File: src/rtl/pipe_if_stage_pkg.sv
// pipe_if_stage_pkg: shared RV32I constants and the fetch-stage state encoding
package RV32I_definitions;
   localparam logic [31:0] NOP = 32'h00000013;
   typedef enum logic [1:0] {REFILL, RUN, HOLD} fetch_state_t;
endpackage

File: src/rtl/pipe_if_stage_if.sv
// pipe_if_stage_if: fetch-stage bundle
//   master drives Stall, IF_ID_Flush, EX_PC_Branch, EX_Branch_target, ID_Jump_target, IMEM_data
//   slave (the fetch stage) drives IMEM_addr, IF_PC, IF_Instruction, IF_Valid
interface pipe_if_stage_if #(parameter int REG_DATA_WIDTH = 32);
   logic                      Stall;
   logic                      IF_ID_Flush;
   logic                      EX_PC_Branch;
   logic [REG_DATA_WIDTH-1:0] EX_Branch_target;
   logic [REG_DATA_WIDTH-1:0] ID_Jump_target;
   logic [REG_DATA_WIDTH-1:0] IMEM_addr;
   logic [31:0]               IMEM_data;
   logic [REG_DATA_WIDTH-1:0] IF_PC;
   logic [31:0]               IF_Instruction;
   logic                      IF_Valid;
   modport master (
      output Stall, IF_ID_Flush, EX_PC_Branch, EX_Branch_target, ID_Jump_target, IMEM_data,
      input  IMEM_addr, IF_PC, IF_Instruction, IF_Valid
   );
   modport slave (
      input  Stall, IF_ID_Flush, EX_PC_Branch, EX_Branch_target, ID_Jump_target, IMEM_data,
      output IMEM_addr, IF_PC, IF_Instruction, IF_Valid
   );
endinterface

File: src/rtl/pipe_if_stage.sv
// pipe_if_stage: instruction fetch stage with stall hold buffer and one-NOP redirect
//   Clk, Reset (async, active-high); bus.slave carries stall/redirect inputs,
//   the instruction-memory address/data pair, and the IF_PC/IF_Instruction/IF_Valid outputs
module pipe_if_stage
   import RV32I_definitions::*;
#(
   parameter int                        REG_DATA_WIDTH = 32,
   parameter logic [REG_DATA_WIDTH-1:0] PC_RESET       = '0
) (
   input logic Clk,
   input logic Reset,
   pipe_if_stage_if.slave bus
);
   fetch_state_t              state, state_nxt;
   logic [REG_DATA_WIDTH-1:0] f_pc, f_pc_nxt, if_pc, if_pc_nxt, tgt;
   logic [31:0]               hold_instr, hold_nxt;
   always_ff @(posedge Clk or posedge Reset) begin
      if (Reset) begin
         state      <= REFILL;
         f_pc       <= PC_RESET;
         if_pc      <= PC_RESET;
         hold_instr <= NOP;
      end else begin
         state      <= state_nxt;
         f_pc       <= f_pc_nxt;
         if_pc      <= if_pc_nxt;
         hold_instr <= hold_nxt;
      end
   end
   always_comb begin
      state_nxt = state;
      f_pc_nxt  = f_pc;
      if_pc_nxt = if_pc;
      hold_nxt  = hold_instr;
      tgt       = bus.EX_PC_Branch ? bus.EX_Branch_target : bus.ID_Jump_target;
      if (bus.IF_ID_Flush) begin
         f_pc_nxt  = tgt & ~REG_DATA_WIDTH'(3);
         state_nxt = REFILL;
      end else if (state == RUN && bus.Stall) begin
         // memory keeps returning the next word, so the stalled one is captured here
         hold_nxt  = bus.IMEM_data;
         state_nxt = HOLD;
      end else if (state != HOLD || !bus.Stall) begin
         // F_PC was already presented to memory, so leaving HOLD costs no bubble
         if_pc_nxt = f_pc;
         f_pc_nxt  = f_pc + REG_DATA_WIDTH'(4);
         state_nxt = RUN;
      end
   end
   assign bus.IMEM_addr      = f_pc;
   assign bus.IF_PC          = if_pc;
   assign bus.IF_Valid       = state != REFILL;
   assign bus.IF_Instruction = state == REFILL ? NOP : state == HOLD ? hold_instr : bus.IMEM_data;
endmodule

File: src/flat_wrapper.sv
// flat-port wrapper written by rule: the top's interface ports become plain ports
module pipe_if_stage_flat import RV32I_definitions::*;
#(
   parameter int                        REG_DATA_WIDTH = 32,
   parameter logic [REG_DATA_WIDTH-1:0] PC_RESET       = '0
)
  (Clk, Reset, bus_Stall, bus_IF_ID_Flush, bus_EX_PC_Branch, bus_EX_Branch_target, bus_ID_Jump_target, bus_IMEM_data, bus_IMEM_addr, bus_IF_PC, bus_IF_Instruction, bus_IF_Valid);
  pipe_if_stage_if #(.REG_DATA_WIDTH(REG_DATA_WIDTH)) bus_i ();
  input logic Clk;
  input logic Reset;
  input wire logic [$bits(bus_i.Stall)-1:0] bus_Stall;
  input wire logic [$bits(bus_i.IF_ID_Flush)-1:0] bus_IF_ID_Flush;
  input wire logic [$bits(bus_i.EX_PC_Branch)-1:0] bus_EX_PC_Branch;
  input wire logic [$bits(bus_i.EX_Branch_target)-1:0] bus_EX_Branch_target;
  input wire logic [$bits(bus_i.ID_Jump_target)-1:0] bus_ID_Jump_target;
  input wire logic [$bits(bus_i.IMEM_data)-1:0] bus_IMEM_data;
  output wire logic [$bits(bus_i.IMEM_addr)-1:0] bus_IMEM_addr;
  output wire logic [$bits(bus_i.IF_PC)-1:0] bus_IF_PC;
  output wire logic [$bits(bus_i.IF_Instruction)-1:0] bus_IF_Instruction;
  output wire logic [$bits(bus_i.IF_Valid)-1:0] bus_IF_Valid;
  assign bus_i.Stall = bus_Stall;
  assign bus_i.IF_ID_Flush = bus_IF_ID_Flush;
  assign bus_i.EX_PC_Branch = bus_EX_PC_Branch;
  assign bus_i.EX_Branch_target = bus_EX_Branch_target;
  assign bus_i.ID_Jump_target = bus_ID_Jump_target;
  assign bus_i.IMEM_data = bus_IMEM_data;
  assign bus_IMEM_addr = bus_i.IMEM_addr;
  assign bus_IF_PC = bus_i.IF_PC;
  assign bus_IF_Instruction = bus_i.IF_Instruction;
  assign bus_IF_Valid = bus_i.IF_Valid;
  pipe_if_stage #(.REG_DATA_WIDTH(REG_DATA_WIDTH), .PC_RESET(PC_RESET)) u_core (.Clk(Clk), .Reset(Reset), .bus(bus_i));
endmodule
File: config.mk
export PLATFORM = sky130hd
export DESIGN_NAME = pipe_if_stage_flat
export DESIGN_NICKNAME = d
export VERILOG_FILES = /design/src/rtl/pipe_if_stage_pkg.sv /design/src/rtl/pipe_if_stage_if.sv /design/src/rtl/pipe_if_stage.sv /design/src/flat_wrapper.sv
export SDC_FILE = /design/constraint.sdc
export NUM_CORES = 1
export LEC_CHECK = 0
export CAP_MARGIN = 20
export CORE_AREA = 2 2 106 87
export DETAILED_ROUTE_END_ITERATION = 10
export DIE_AREA = 0 0 108 89
export DONT_BUFFER_PORTS = 1
export PLACE_DENSITY = 0.82
export SLEW_MARGIN = 40
export SYNTH_ARGS = -nofsm -noshare
export SYNTH_HDL_FRONTEND = slang
export SYNTH_SLANG_ARGS = --single-unit
File: constraint.sdc
create_clock -name Clk -period 6.2 [get_ports Clk]
set_input_delay 1.24 -clock Clk [delete_from_list [all_inputs] [get_ports Clk]]
set_output_delay 1.24 -clock Clk [all_outputs]
set_load 0.02 [all_outputs]
==> flow_metrics.env <==
export IMPL_totalWireLength_mm=11.7
export IMPL_io_pins=198
export IMPL_avgSynthCellArea_um2=10.3
export IMPL_hold_class="register to register"
export IMPL_antenna_found_initial=0
export IMPL_cts_setup_buffers=0
export IMPL_drc=0
export IMPL_gp_congestion=0.847
export IMPL_clkLatencyLatePin_ps=360
export IMPL_rsz0062_at_grt="no"
export IMPL_finalCritPeriodShare_pct=49.2
export IMPL_ant_nets=0
export IMPL_yosysUniqueCellTypes=52
export IMPL_hold_ws_ps=497
export IMPL_ff2ff_setup_slack_ps=3740
export IMPL_finalWorstSetupSlack_ps=3150
export IMPL_grt_pass1_wl_mm=17.7
export IMPL_initial_core_util_pct=59.2
export IMPL_synthCells=486
export IMPL_overflow=0
export IMPL_tns_ps=0
export IMPL_status="completed"
export IMPL_cts_buffers=9
export IMPL_diodes=0
export IMPL_syn_area_um2=5000
export IMPL_clock_root_buffer="clkbuf_8"
export IMPL_nets=573
export IMPL_reg2reg_depth=5
export IMPL_layout_common_cells="dfrtp_1, nand2_1, mux2_2"
export IMPL_worstSetupPathType="register to output port"
export IMPL_wl_per_cell_um=19.8
export IMPL_min_period_ps=3050
export IMPL_crit_fanout=35
export IMPL_synth_edf_count=0
export IMPL_core_area_um2=8450
export IMPL_synth_flop_cell="dfrtp_1"
export IMPL_die_height_um=89
export IMPL_ys_ff_latch=94
export IMPL_cts_tree="built"
export IMPL_max_freq_mhz=328
export IMPL_ctsResizeCount=0
export IMPL_yosys_warnings=0
export IMPL_pre_cts_ws_ps=3310
export IMPL_cp_endpoint="bus_IF_Instruction[21]"
export IMPL_rows=30
export IMPL_portBuffers=0
export IMPL_grt_pass1_vias=3511
export IMPL_cap_violations=0
export IMPL_vias=3657
export IMPL_clock_skew_ps=11.7
export IMPL_end_kind="output port"
export IMPL_p_leak_uw=0.00211
export IMPL_track_usage_pct=23.8
export IMPL_final_max_slew_viol_count=0
export IMPL_clkSinkCount=94
export IMPL_crit_reg2reg_capture="u_core.bus.IMEM_addr[9]$_DFFE_PP0P_"
export IMPL_fin_util_pct=62.2
export IMPL_vdd_drop_max_uv=196
export IMPL_hold_viol=0
export IMPL_syn_to_final_growth_pct=5.06
export IMPL_cts_hold_buf=0
export IMPL_place_hpwl_mm=8.38
export IMPL_grt_max_degree=67
export IMPL_htreeDepth=3
export IMPL_required_ps=4960
export IMPL_clkTransAtPathRegs_ps=90
export IMPL_worstHoldStart="u_core.hold_instr[24]$_DFFE_PP0P_"
export IMPL_die_area_um2=9610
export IMPL_synth_seq_area_share_pct=47.1
export IMPL_worstReg2RegStart="u_core.state[1]$_DFFE_PP0P_"
export IMPL_drt_iter0_drc=214
export IMPL_crit_start="u_core.state[1]$_DFFE_PP0P_"
export IMPL_final_area_um2=5250
export IMPL_placed_area_um2=5080
export IMPL_async_flop_share_pct=100
export IMPL_drive_gt1_share_pct=21.0
export IMPL_powerDensity_nw_per_um2=308
export IMPL_tightest_slew_ps=786
export IMPL_slew_headroom_pct=47.1
export IMPL_via_per_inst=6.22
export IMPL_setup_viol=0
export IMPL_die_x_um=108
export IMPL_clock_tree_buffer_depth=2
export IMPL_drt_pass1_iterations=4
export IMPL_cp_arrival_ps=1810
export IMPL_final_common_cell="dfrtp_1"
export IMPL_cp_start_kind="register"
-- power by group --
part | switching, uW | total [uW] | internal, uW
clock | 222 | 369 | 147
combinational | 151 | 296 | 145
sequential | 210 | 954 | 744
-- state kept, by name, summed over array words and instances (netlist names) --
signal / flops
u_core.hold_instr: 32
u_core.bus.IMEM_addr: 30
u_core.state: 2
u_core.bus.IF_PC: 30
-- layer usage --
layer / up-vias / track usage (%) / wire [um]
li1: 1678 / - / -
met1: 1763 / 31.8 / 5050
met2: 192 / 38.1 / 5510
met3: 24 / 6.34 / 858
met4: 0 / 8.16 / 240
met5: - / 0 / 0
-- how the worst min path moves through the flow --
stage,to,cells past startpoint
2_1_floorplan,u_core.hold_instr[13]$_DFFE_PP0P_,1
3_3_place_gp,u_core.hold_instr[24]$_DFFE_PP0P_,1
3_5_place_dp,u_core.hold_instr[24]$_DFFE_PP0P_,1
4_1_cts,u_core.hold_instr[24]$_DFFE_PP0P_,1
5_1_grt,u_core.hold_instr[24]$_DFFE_PP0P_,1
6_report,u_core.hold_instr[24]$_DFFE_PP0P_,1
-- cells in the mapped netlist, types with 2 or more instances --
master	n	area, um2
a211oi_1	5	37.5
a21oi_1	11	55.1
and2_1	3	18.8
and4_1	5	43.8
and4_4	2	22.5
buf_1	4	15.0
buf_2	8	40.0
buf_4	4	30.0
clkbuf_1	18	67.6
dfrtp_1	91	2280
dfstp_2	3	78.8
inv_1	4	15.0
mux2_1	2	22.5
mux2_2	64	721
mux2i_1	35	350
nand2_1	85	319
nand2b_1	2	12.5
nand3_1	14	70.1
nand4_1	7	43.8
nor2_1	12	45.0
nor2b_1	6	37.5
nor3_1	4	20.0
nor4_1	8	50.1
o21a_1	2	15.0
o21ai_0	43	215
or2_2	2	12.5
or3_1	2	12.5
xnor2_1	10	87.6
xor2_1	7	61.3
-- kinds of logic (layout without fill, tap and decap cells) --
kind of cell / count (synthesis) / in the layout / share of synthesized area [%]
xor+xnor: 17 / 17 / 2.98
fa+ha+maj: 1 / 1 / 0.250
mux: 101 / 101 / 21.9
simple gates: 160 / 160 / 15.8
flops: 94 / 94 / 47.1
other cells: 1 / 4 / 0.0750
compound gates: 73 / 73 / 8.51
buf+inv: 39 / 26 / 3.43
-- per-stage QoR --
step / power [uW] / std cells
floorplan: 1190 / 489
global placement: 1240 / 570
detailed placement: 1260 / 572
CTS: 1630 / 588
global route: 1700 / 588
finish: 1620 / 588
-- critical path: stages, from the launching register on --
cell	delay (ps)
dfrtp_2	770
nand2_1	100
o21ai_0	580
-- area by class of cell --
| type | count | area [um2] |
|---|---|---|
| multi-input combinational | 356 | 2510 |
| tap | 112 | 140 |
| clock inverter | 7 | 47.5 |
| timing repair buffer | 5 | 52.6 |
| sequential | 94 | 2360 |
| fill | 694 | 3190 |
| inverter | 5 | 21.3 |
| clock buffer | 9 | 124 |
Note: power is estimated with default switching activity, not from simulation.
